[src/rtl/mem_stage.sv]
// mem_stage: Beta MEM stage; registers execute outputs and runs LD/LDR/ST on a req/ack bus.
// Latency: 1 cycle register stage plus memory wait cycles; outputs are combinational from stage regs and bus.
// Backpressure: stalls upstream and emits NOP bubbles while waiting on ack; abandons access after ACK_TIMEOUT cycles.
//
// Ports:
//   clk, rst            clock, synchronous active-high reset
//   pc, ir, y, d        pipeline inputs from execute (y is effective address, d is store data)
//   stall               hold IF/RF/ALU pipeline registers this cycle
//   dmem_*              data memory request/ack bus
//   pc_next, ir_next, y_next  values forwarded to write-back
//   mem_fault           one-cycle pulse when an access is abandoned
module mem_stage #(
  parameter int          ACK_TIMEOUT = 16,
  parameter logic [31:0] NOP_INST    = 32'h83FFF800
) (
  input  logic        clk,
  input  logic        rst,
  input  logic [31:0] pc,
  input  logic [31:0] ir,
  input  logic [31:0] y,
  input  logic [31:0] d,
  output logic        stall,
  output logic        dmem_req,
  output logic        dmem_we,
  output logic [31:0] dmem_addr,
  output logic [31:0] dmem_wdata,
  input  logic [31:0] dmem_rdata,
  input  logic        dmem_ack,
  output logic [31:0] pc_next,
  output logic [31:0] ir_next,
  output logic [31:0] y_next,
  output logic        mem_fault
);

  localparam int CW = $clog2(ACK_TIMEOUT) + 1;

  typedef enum logic {S_IDLE, S_WAIT} state_t;

  state_t        r_state, w_state_nxt;
  logic [CW-1:0] r_cnt, w_cnt_nxt;
  logic [31:0]   r_pc, r_ir, r_y, r_d;

  logic [5:0]    w_opc;
  logic          w_ld, w_st, w_ldr, w_mem_op;
  logic          w_timeout, w_ack;

  assign w_opc    = r_ir[31:26];
  assign w_ld     = (w_opc == 6'b011000);
  assign w_st     = (w_opc == 6'b011001);
  assign w_ldr    = (w_opc == 6'b011111);
  assign w_mem_op = w_ld | w_st | w_ldr;

  // Final wait cycle: the request is withdrawn, so any ack seen here has no
  // request to complete and is ignored.
  assign w_timeout = (r_state == S_WAIT) && (r_cnt == CW'(ACK_TIMEOUT - 1));

  assign dmem_req   = w_mem_op && !w_timeout && !rst;
  assign w_ack      = dmem_req && dmem_ack;
  assign dmem_we    = w_st;
  assign dmem_addr  = {r_y[31:2], 2'b00};
  assign dmem_wdata = r_d;
  assign pc_next    = r_pc;

  always_comb begin
    stall       = 1'b0;
    ir_next     = r_ir;
    y_next      = r_y;
    mem_fault   = 1'b0;
    w_state_nxt = r_state;
    w_cnt_nxt   = r_cnt;
    // During reset the bus is idle and nothing may stall; the register
    // process restores IDLE on the edge.
    if (!rst) begin
      case (r_state)
        S_IDLE: begin
          if (w_mem_op) begin
            if (w_ack) begin
              if (w_ld || w_ldr) y_next = dmem_rdata;
            end else begin
              stall       = 1'b1;
              ir_next     = NOP_INST;
              w_state_nxt = S_WAIT;
              w_cnt_nxt   = CW'(1);
            end
          end
        end
        S_WAIT: begin
          if (w_timeout) begin
            mem_fault   = 1'b1;
            ir_next     = NOP_INST;
            w_state_nxt = S_IDLE;
            w_cnt_nxt   = '0;
          end else if (w_ack) begin
            if (w_ld || w_ldr) y_next = dmem_rdata;
            w_state_nxt = S_IDLE;
            w_cnt_nxt   = '0;
          end else begin
            stall     = 1'b1;
            ir_next   = NOP_INST;
            w_cnt_nxt = r_cnt + CW'(1);
          end
        end
        default: begin
          w_state_nxt = S_IDLE;
          w_cnt_nxt   = '0;
        end
      endcase
    end
  end

  always_ff @(posedge clk) begin
    if (rst) begin
      r_state <= S_IDLE;
      r_cnt   <= '0;
      r_pc    <= '0;
      r_ir    <= NOP_INST;
      r_y     <= '0;
      r_d     <= '0;
    end else begin
      r_state <= w_state_nxt;
      r_cnt   <= w_cnt_nxt;
      if (!stall) begin
        r_pc <= pc;
        r_ir <= ir;
        r_y  <= y;
        r_d  <= d;
      end
    end
  end

endmodule

[config.mk]
export PLATFORM = sky130hd
export DESIGN_NAME = mem_stage
export DESIGN_NICKNAME = d
export VERILOG_FILES = /design/src/rtl/mem_stage.sv
export SDC_FILE = /design/constraint.sdc
export NUM_CORES = 1
export LEC_CHECK = 0
export ABC_AREA = 1
export CAP_MARGIN = 10
export CORE_ASPECT_RATIO = 0.7
export CORE_MARGIN = 1.5
export CORE_UTILIZATION = 41
export DETAILED_ROUTE_END_ITERATION = 10
export GPL_TIMING_DRIVEN = 0
export HOLD_SLACK_MARGIN = 0.12
export PLACE_DENSITY = 0.81
export SLEW_MARGIN = 20
export SYNTH_ARGS = -nofsm -noshare
export SYNTH_HDL_FRONTEND = slang
export SYNTH_SLANG_ARGS = --single-unit
[constraint.sdc]
create_clock -name clk -period 3.9 [get_ports clk]
set_clock_uncertainty 0.2 [all_clocks]
set_input_delay 1.17 -clock clk [delete_from_list [all_inputs] [get_ports clk]]
set_output_delay 1.17 -clock clk [all_outputs]
set_load 0.05 [all_outputs]
# Yosys cells after proc, flatten, opt, wreduce, memory -nomap -nowiden
# Cells that the tools add are included.
[word_totals] ramBits=0 out_inout_bits=164 memories=0 latchBits=0 rom_bits=0 register_bits=134 word_cells=48
[classes] reduce_logical=8 addsub=1 n_div=0 n_shift=0 n_mux=24 n_eq_ne=6 mul=0 n_bitwise=3 magnitude_cmp=0
[ops] op="two-way mux 32 bit" n=9
[ops] op="one-hot mux 32 bit (2 select lines)" n=2
[ops] op="two-way mux 5 bit" n=4
[ops] op="equality test 6 x 5 -> 1 bit (second input constant)" n=3
[ops] op="one-hot mux 5 bit (2 select lines)" n=1
[ops] op="two-way mux 1 bit" n=7
[ops] op="adder 5 x 1 -> 5 bit (second input constant)" n=1
[ops] op="equality test 5 x 4 -> 1 bit (second input constant)" n=1
[ops] op="logical AND 1 bit" n=4
[ops] op="!= test 2 bit (second input constant)" n=2
[ops] op="zero test 1 bit" n=2
[ops] op="bitwise OR 1 bit" n=2
[ops] op="one-hot mux 1 bit (2 select lines)" n=1
[ops] op="AND reduction 2 bit" n=1
[ops] op="logical OR 1 bit" n=1
[ops] op="NOT 1 bit" n=1

# Longest topological paths before layout
# Gate-level depths: netlist (run 1).
[logic_depth] word_depth=10 depth_mapped=13 ltp_nobuf=11

# Worst setup path before layout (run 1)
# OpenSTA, ideal clock, no wires.
[synth_timing] path_kind="input -> output" from="input rst" to="output y_next[0]" n_path_buf=3 required_time_ns=2.530 setup_slack_ns=-0.466 stages=7 arrival_ns=2.996 path_cell_list="clkbuf_1 nor2_1 nand3_4 buf_2 buf_1 nor2_1 a21oi_1"
[synth_via] elab_chain_cells=7
[synth_lines] element="start: declaration" line="17" text="input logic rst,"
[synth_lines] element="zero test 1 bit"
[synth_lines] element="logical AND 1 bit" line="57" text="assign dmem_req = w_mem_op && !w_timeout && !rst;"
[synth_lines] element="logical AND 1 bit" line="58" text="assign w_ack = dmem_req && dmem_ack;"
[synth_lines] element="two-way mux 32 bit" line="77, 93"
[synth_lines] element="two-way mux 32 bit (on tied branches)" line="88, 76"
[synth_lines] element="one-hot mux 32 bit (2 select lines)" line="74" text="case (r_state)"
[synth_lines] element="two-way mux 32 bit (*)" line="73" text="if (!rst) begin"
[synth_lines] element="end: declaration" line="31" text="output logic [31:0] y_next,"
# Mark *: on every way between the ends. The rest lies on a longest branch, timed or not.

# Worst setup path after layout (run 1)
[layout_timing] from="input rst" to="output ir_next[23]"
[layout_via] elab_chain_cells=7
[layout_lines] element="zero test 1 bit"
[layout_lines] element="logical AND 1 bit" line="57"
[layout_lines] element="logical AND 1 bit" line="58"
[layout_lines] element="two-way mux 32 bit" line="77, 93"
[layout_lines] element="two-way mux 32 bit (on tied branches)" line="88, 76"
[layout_lines] element="one-hot mux 32 bit (2 select lines)" line="74"
[layout_lines] element="two-way mux 32 bit (*)" line="73"
[layout_lines] element="end: declaration" line="30" text="output logic [31:0] ir_next,"
# Marked as above.

==> run summary, run 1 <==
OUTCOME
------------------------------------------------------------------------------------
Outcome                                                                    completed

STA
------------------------------------------------------------------------------------
Min cycle time layout                                                        3.88 ns
Setup-failing EPs final                                                            0
Max-slew headroom at the worst pin                                             58.4%
Fin. max-slew vios                                                                 0
Total negative setup slack                                                      0 ns
Count of final hold-check violations                                               0
Final hold slack                                                            0.280 ns
Highest Clock Rate                                                           258 MHz
Worst-Margin Slew                                                           0.618 ns
Fin crit share                                                                 99.5%
Unrepaired setup endpoints after global routing                                  yes

LOGIC SYNTHESIS
------------------------------------------------------------------------------------
Number of enable-type register cells in the synthesized netlist                    0
Cell with the most instances after synthesis                            sky130_fd_sc_hd__nand2_1
Syn Std Cell Area                                                           6650 µm²
Per-instance average area after synthesis                                   6.77 µm²
Post-synthesis cell type count                                                    26
Biggest area contributors in the synthesized netlist                    sky130_fd_sc_hd__dfxtp_1 40%, sky130_fd_sc_hd__nand2_1 12%, sky130_fd_sc_hd__nand3_1 12%
Most frequent cells after synthesis                                     219 x sky130_fd_sc_hd__nand2_1, 158 x sky130_fd_sc_hd__nand3_1, 134 x sky130_fd_sc_hd__dfxtp_1, 121 x sky130_fd_sc_hd__a21oi_1, 103 x sky130_fd_sc_hd__inv_1
Gate Count Post-Synth                                                            982
Cell accounting for the most synthesized area                           sky130_fd_sc_hd__dfxtp_1
Area share of the largest cell type after synthesis                            40.3%
Post-synthesis sequential area ratio                                           40.3%
Yosys warning count                                                                0
Post-synthesis sequential element count                                          134
FFs w/ async S/R, synth                                                           0%
Flip-flop cell with the highest count after synthesis                   sky130_fd_sc_hd__dfxtp_1

GLOBAL ROUTE
------------------------------------------------------------------------------------
Number of antenna violations at the first check in global routing                  0
Via count of the first global-routing pass                                      7408
Global-route usage over all layers                                             29.3%
First-pass GRT wire length                                                   38.5 mm
Gr ovfl total                                                                      0
Largest net degree at the start of global routing                                 17

FLOORPLANNING
------------------------------------------------------------------------------------
Standard cell core area                                                    15700 µm²
Number of placement rows                                                          38
Floorplan die width                                                           155 µm
Top-level I/O count                                                              327
Die area                                                                   17000 µm²
Effective utilization at floorplan                                             42.4%
Die Y-Extent                                                                  110 µm

CLOCK NETWORK
------------------------------------------------------------------------------------
Latest clock arrival within the worst-skew pair                              0.41 ns
TritonCTS clock tree                                                           built
Total clock buffers created by CTS                                                17
TritonCTS sink count                                                             134
Number of buffers inserted for hold repair after clock tree synthesis              0
CTS clock-pin slew for the worst setup and hold paths                        0.06 ns
Clock tree buffer depth                                                            2
Depth of the CTS H-tree                                                            4
CTS Root Buffer Type                                                    sky130_fd_sc_hd__clkbuf_16

DETAILED ROUTING
------------------------------------------------------------------------------------
Vias per cell                                                                   5.02
DRT iter0 DRCs                                                                   535
Number of detailed-routing iterations run before antenna repair                    5
Aggregate routed wire length                                                 25.5 mm
Drt wl/cell                                                                  16.4 µm
DRC Markers                                                                        0
Detail Route Antenna Nets                                                          0
Via Count                                                                       7799

RUN
------------------------------------------------------------------------------------
Max-cap violations                                                                 0

SETUP PATH
------------------------------------------------------------------------------------
CP Launch Type                                                          primary input
Worst setup path class                                                  primary input to output port
Endpoint required time on the critical path                                  2.53 ns
WP data arrival                                                              2.51 ns
CP max FO                                                                         10
Critical path endpoint category                                          output port

LAYOUT
------------------------------------------------------------------------------------
Fraction of layout instances using a drive strength above 1                    18.7%
Relative area change from synthesis to final layout                            69.7%
Layout Cells excl Fill                                                          1555
Filler cell count                                                               1319
Antenna diode count                                                                0
Net count reported at finish                                                    1507

PLACEMENT
------------------------------------------------------------------------------------
Cells after DPL                                                                 1506
Count of port buffers added during placement                                     323
Sum of net half-perimeters after detailed placement                          18.6 mm
Last weighted congestion value of the routability-driven placer                0.915

POWER AND IR DROP
------------------------------------------------------------------------------------
Net switching power figure                                                   1.24 mW
Static leakage                                                               5.31 nW
Switching power share of the total                                             29.2%
Power per cell area                                                       377 nW/µm²
Combinational cell fraction of total power                                     23.0%
Int Pwr                                                                      3.01 mW
Share of total power in the clock network                                      41.9%
Sequential Power Share                                                         35.1%
Final Power                                                                  4.25 mW
VDD IR-drop max                                                             0.270 mV

MIN PATH
------------------------------------------------------------------------------------
Worst hold path class                                                   register to register

==> cell type report <==
type,count,area (µm²),area share (%)
timing repair buffer,340,3330,29.5
tap,200,250,2.22
clock inverter,11,198,1.75
sequential,134,2690,23.8
multi-input combinational,637,3300,29.2
buffer,105,661,5.85
inverter,107,417,3.69
clock buffer,21,450,3.99
==> per-stage QoR <==
step | utilization, % | area (µm²) | setup slack (ns)
5_1_grt | 71.9 | 11300 | -0.0411
2_1_floorplan | - | 6800 | -0.188
6_report | 71.9 | 11300 | 0.0210
3_3_place_gp | 65.5 | 10300 | -1.42
4_1_cts | 71.3 | 11200 | -0.0247
3_5_place_dp | 65.5 | 10300 | -1.41
==> critical path, stage by stage <==
cell and delay, ns:
sky130_fd_sc_hd__buf_4 0.16, sky130_fd_sc_hd__nor2_4 0.16, sky130_fd_sc_hd__nand3_4 0.18, sky130_fd_sc_hd__nand3_4 0.18, sky130_fd_sc_hd__clkinv_8 0.11, sky130_fd_sc_hd__buf_12 0.15
sky130_fd_sc_hd__or2_4 0.23, sky130_fd_sc_hd__buf_8 0.15
==> timing repair <==
item	4_1_cts	5_1_grt
resized for setup	448	42
gates cloned	3	1
buffers inserted	9	5
pin swaps	7	4
endpoints found under the setup margin	67	65
==> path summary, 6_finish.rpt <==
kind	start	end	slack (ns)	depth (start not counted)
worst min-delay path	pc_next[1]	pc_next[1]	0.28	2
worst max register to register	r_cnt[0]	r_y[14]	1.22	13
worst min register to register	pc_next[1]	pc_next[1]	0.28	2
worst max-delay path	rst	ir_next[23]	0.02	8
==> per-layer routing <==
layer | share of wire [%] | global-route usage (%) | vias to the layer above
li1 | - | - | 3833
met1 | 42 | 36.2 | 3598
met5 | 0 | 0 | -
met2 | 47 | 49.4 | 328
met3 | 8.8 | 8.87 | 40
met4 | 2.2 | 9.59 | 0
==> cells in the final DEF (no fill, tap or decap), drive strengths merged <==
cell and count:
xor2 2, bufinv 5, conb 2, nand2 221, nand3 163, nand4 8
o21a 1, a21oi 121, a21o 22, clkinvlp 1, clkinv 5, bufbuf 1
or2 9, nor2 67, and3 1, clkdlybuf4s50 255, clkbuf 58, dlygate4sd2 2
buf 150, ha 2, dfxtp 134, o31ai 1, inv 107, nand3b 17
==> cells by family after synthesis <==
kind of cell             count (synthesis)  synth area share (%)
flip-flops                             134                  40.3
other                                    1                0.0564
AND/OR/NAND/NOR                        485                  32.7
buffers and inverters                  213                  14.5
AO/OA/AOI/OAI                          145                  11.8
adder cells (fa/ha/maj)                  2                 0.376
XOR/XNOR                                 2                 0.263
==> power groups by stage <==
stage | logic (mW) | clock network (mW) | registers, mW
floorplan | 0.427 | 0 | 1.65
global placement | 0.957 | 0 | 1.52
detailed placement | 0.961 | 0 | 1.52
CTS | 0.971 | 1.80 | 1.49
global route | 1.03 | 1.86 | 1.50
finish | 0.977 | 1.78 | 1.49
==> flip-flops by register name, indices dropped and copies added, names as in the netlist <==
name and count:
dmem_wdata 32, pc_next 32, r_ir 32, r_y 32, r_cnt 5, r_state 1
(Power assumes the default switching activity.)
==> run 2: changes to the inputs <==
- MAX_ROUTING_LAYER: default -> met4
- TNS_END_PERCENT: default -> 20
==> run summary, run 2 (synthesis results as in run 1) <==
OUTCOME
------------------------------------------------------------------------------------
Outcome                                                                    completed

CLOCK NETWORK
------------------------------------------------------------------------------------
Clock tree buffer depth                                                            2   unchanged
TritonCTS clock tree                                                           built
Latest clock arrival within the worst-skew pair                              0.41 ns   about the same
TritonCTS sink count                                                             134   unchanged
CTS clock-pin slew for the worst setup and hold paths                        0.06 ns   about the same
Total clock buffers created by CTS                                                17   unchanged
Depth of the CTS H-tree                                                            4   unchanged
CTS Root Buffer Type                                                    sky130_fd_sc_hd__clkbuf_16
Number of buffers inserted for hold repair after clock tree synthesis              0   unchanged

SETUP PATH
------------------------------------------------------------------------------------
CP max FO                                                                         10   unchanged
Endpoint required time on the critical path                                  2.53 ns   about the same
Critical path endpoint category                                          output port
Chain of cells forming the critical path                                ha_4 -> and3_4 -> ha_4 -> nand2_4 -> inv_4 -> nor2_4 -> nand3_4 -> buf_12 -> buf_8 -> buf_2 -> a21o_1 -> buf_4
Worst setup path class                                                  register to output port
CP Launch Type                                                              register
Maximum cell stage delay along the critical path                             0.34 ns   +0.11 ns
Most Frequent Cell on Critical Path                                     sky130_fd_sc_hd__ha_4
WP data arrival                                                              2.52 ns   about the same
Highest-delay cell along the critical path                              sky130_fd_sc_hd__dfxtp_2

PLACEMENT
------------------------------------------------------------------------------------
Count of port buffers added during placement                                     323   unchanged
Sum of net half-perimeters after detailed placement                          18.5 mm   -0.74%
Cells after DPL                                                                 1506   unchanged
Last weighted congestion value of the routability-driven placer                0.943   +3.0%

STA
------------------------------------------------------------------------------------
Setup-failing EPs final                                                            0   unchanged
Fin crit share                                                                 99.9%   +0.39 points
Worst-Margin Slew                                                           0.653 ns   +0.0349 ns
Final hold slack                                                            0.281 ns   +0.000604 ns
Count of final hold-check violations                                               0   unchanged
Highest Clock Rate                                                           257 MHz   -0.39%
Fin. max-slew vios                                                                 0   unchanged
Min cycle time layout                                                        3.89 ns   +0.0152 ns
Max-slew headroom at the worst pin                                             56.1%   -2.3 points

GLOBAL ROUTE
------------------------------------------------------------------------------------
Largest net degree at the start of global routing                                 17   unchanged
Via count of the first global-routing pass                                      7225   -2.5%
Number of antenna violations at the first check in global routing                  0   unchanged
Gr ovfl total                                                                      0   unchanged
First-pass GRT wire length                                                   37.4 mm   -2.8%
Global-route usage over all layers                                             29.3%   -0.061 points

FLOORPLANNING
------------------------------------------------------------------------------------
Floorplan die width                                                           155 µm   unchanged
Standard cell core area                                                    15700 µm²   unchanged
Die Y-Extent                                                                  110 µm   unchanged
Top-level I/O count                                                              327   unchanged
Number of placement rows                                                          38   unchanged
Effective utilization at floorplan                                             42.4%   unchanged
Die area                                                                   17000 µm²   unchanged

LAYOUT
------------------------------------------------------------------------------------
Highest-count cells in the layout ignoring fill and taps                255 x sky130_fd_sc_hd__clkdlybuf4s50_1, 218 x sky130_fd_sc_hd__nand2_1, 157 x sky130_fd_sc_hd__nand3_1
Most common cell after layout, fill and taps aside                      sky130_fd_sc_hd__clkdlybuf4s50_1
Fraction of layout instances using a drive strength above 1                    18.0%   -0.78 points
Relative area change from synthesis to final layout                            67.9%
Net count reported at finish                                                    1511   +0.27%
Antenna diode count                                                                0   unchanged
Layout Cells excl Fill                                                          1558   +0.19%

DETAILED ROUTING
------------------------------------------------------------------------------------
Number of detailed-routing iterations run before antenna repair                    6   +1
Drt wl/cell                                                                  16.3 µm   -0.85%
DRT iter0 DRCs                                                                   668   +25%
DRC Markers                                                                        0   unchanged
Detail Route Antenna Nets                                                          0   unchanged
Aggregate routed wire length                                                 25.4 mm   -0.66%
Vias per cell                                                                   5.03   +0.36%
Via Count                                                                       7842   +0.55%

POWER AND IR DROP
------------------------------------------------------------------------------------
VDD IR-drop max                                                             0.246 mV   -9.0%
Power per cell area                                                       366 nW/µm²   -3.0%
Static leakage                                                               5.31 nW   +0.12%

MIN PATH
------------------------------------------------------------------------------------
Worst hold path class                                                   register to register

RUN
------------------------------------------------------------------------------------
Max-cap violations                                                                 0   unchanged

[run 2: cell count changes in the layout (fill, tap and decap cells not counted), sizes merged]
cell,change
dlygate4sd2,+1
clkdlybuf4s15,+1
clkinvlp,+2
buf,+2
nand3,-1
bufbuf,-1
clkbuf,+1
bufinv,-3
inv,+1
[run 2: worst paths after layout]
check	cells past startpoint	endpoint	slack (ns)	startpoint
max reg2reg	14	r_ir[10]	1.20	r_cnt[1]
min	2	pc_next[2]	0.28	pc_next[2]
min reg2reg	2	pc_next[2]	0.28	pc_next[2]
max	12	y_next[9]	0.006	r_cnt[1]
[run 2: cell type report]
class,count,area [µm²]
fill,1281,4530
timing repair buffer,344,3340
multi-input combinational,636,3220
sequential,134,2690
buffer,106,658
clock buffer,20,467
inverter,107,417
tap,200,250
clock inverter,11,124
[run 2: worst max-delay path: cells and delay by family (launching register included)]
family / cells / cell delay [ns]
buf+inv: 5 / 0.69
simple gates: 4 / 0.52
flops: 1 / 0.34
fa+ha+maj: 2 / 0.33
compound gates: 1 / 0.22
[run 2: timing repair]
action,4_1_cts,5_1_grt
buffers inserted,5,14
pin swaps,4,8
gates cloned,0,2
setup endpoints to repair,67,65
resized for setup,404,56
[run 2: report_power, final]
group	total, mW	leakage, nW	internal [mW]	switching [mW]
clock network	1.62	0.285	0.991	0.632
logic	0.963	3.91	0.395	0.568
registers	1.49	1.12	1.45	0.0475
[run 2: stage by stage]
stage / util [%] / cell area (µm²) / worst slack [ns] / setup TNS (ns) / power [mW]
6_report: 71.1 / 11200 / 0.00575 / 0 / 4.08
5_1_grt: 71.1 / 11200 / -0.0544 / -1.14 / 4.22
4_1_cts: 69.3 / 10900 / -0.0856 / -1.80 / 4.09
3_5_place_dp: 65.3 / 10300 / -1.39 / -69.78 / 2.48
3_3_place_gp: 65.3 / 10300 / -1.37 / -68.20 / 2.47
2_1_floorplan: - / 6770 / -0.188 / -3.53 / 2.07
[run 2: per-layer routing]
layer  vias to the layer above  global-route usage, %  routed length [µm]  part of all wire (%)
met4                         0                   9.25                 574                   2.3
met3                        46                   5.91                1950                   7.7
li1                       3836                      -                   -                     -
met5                         -                      -                   0                     0
met1                      3616                   36.6               10900                    43
met2                       344                   48.0               11900                    47
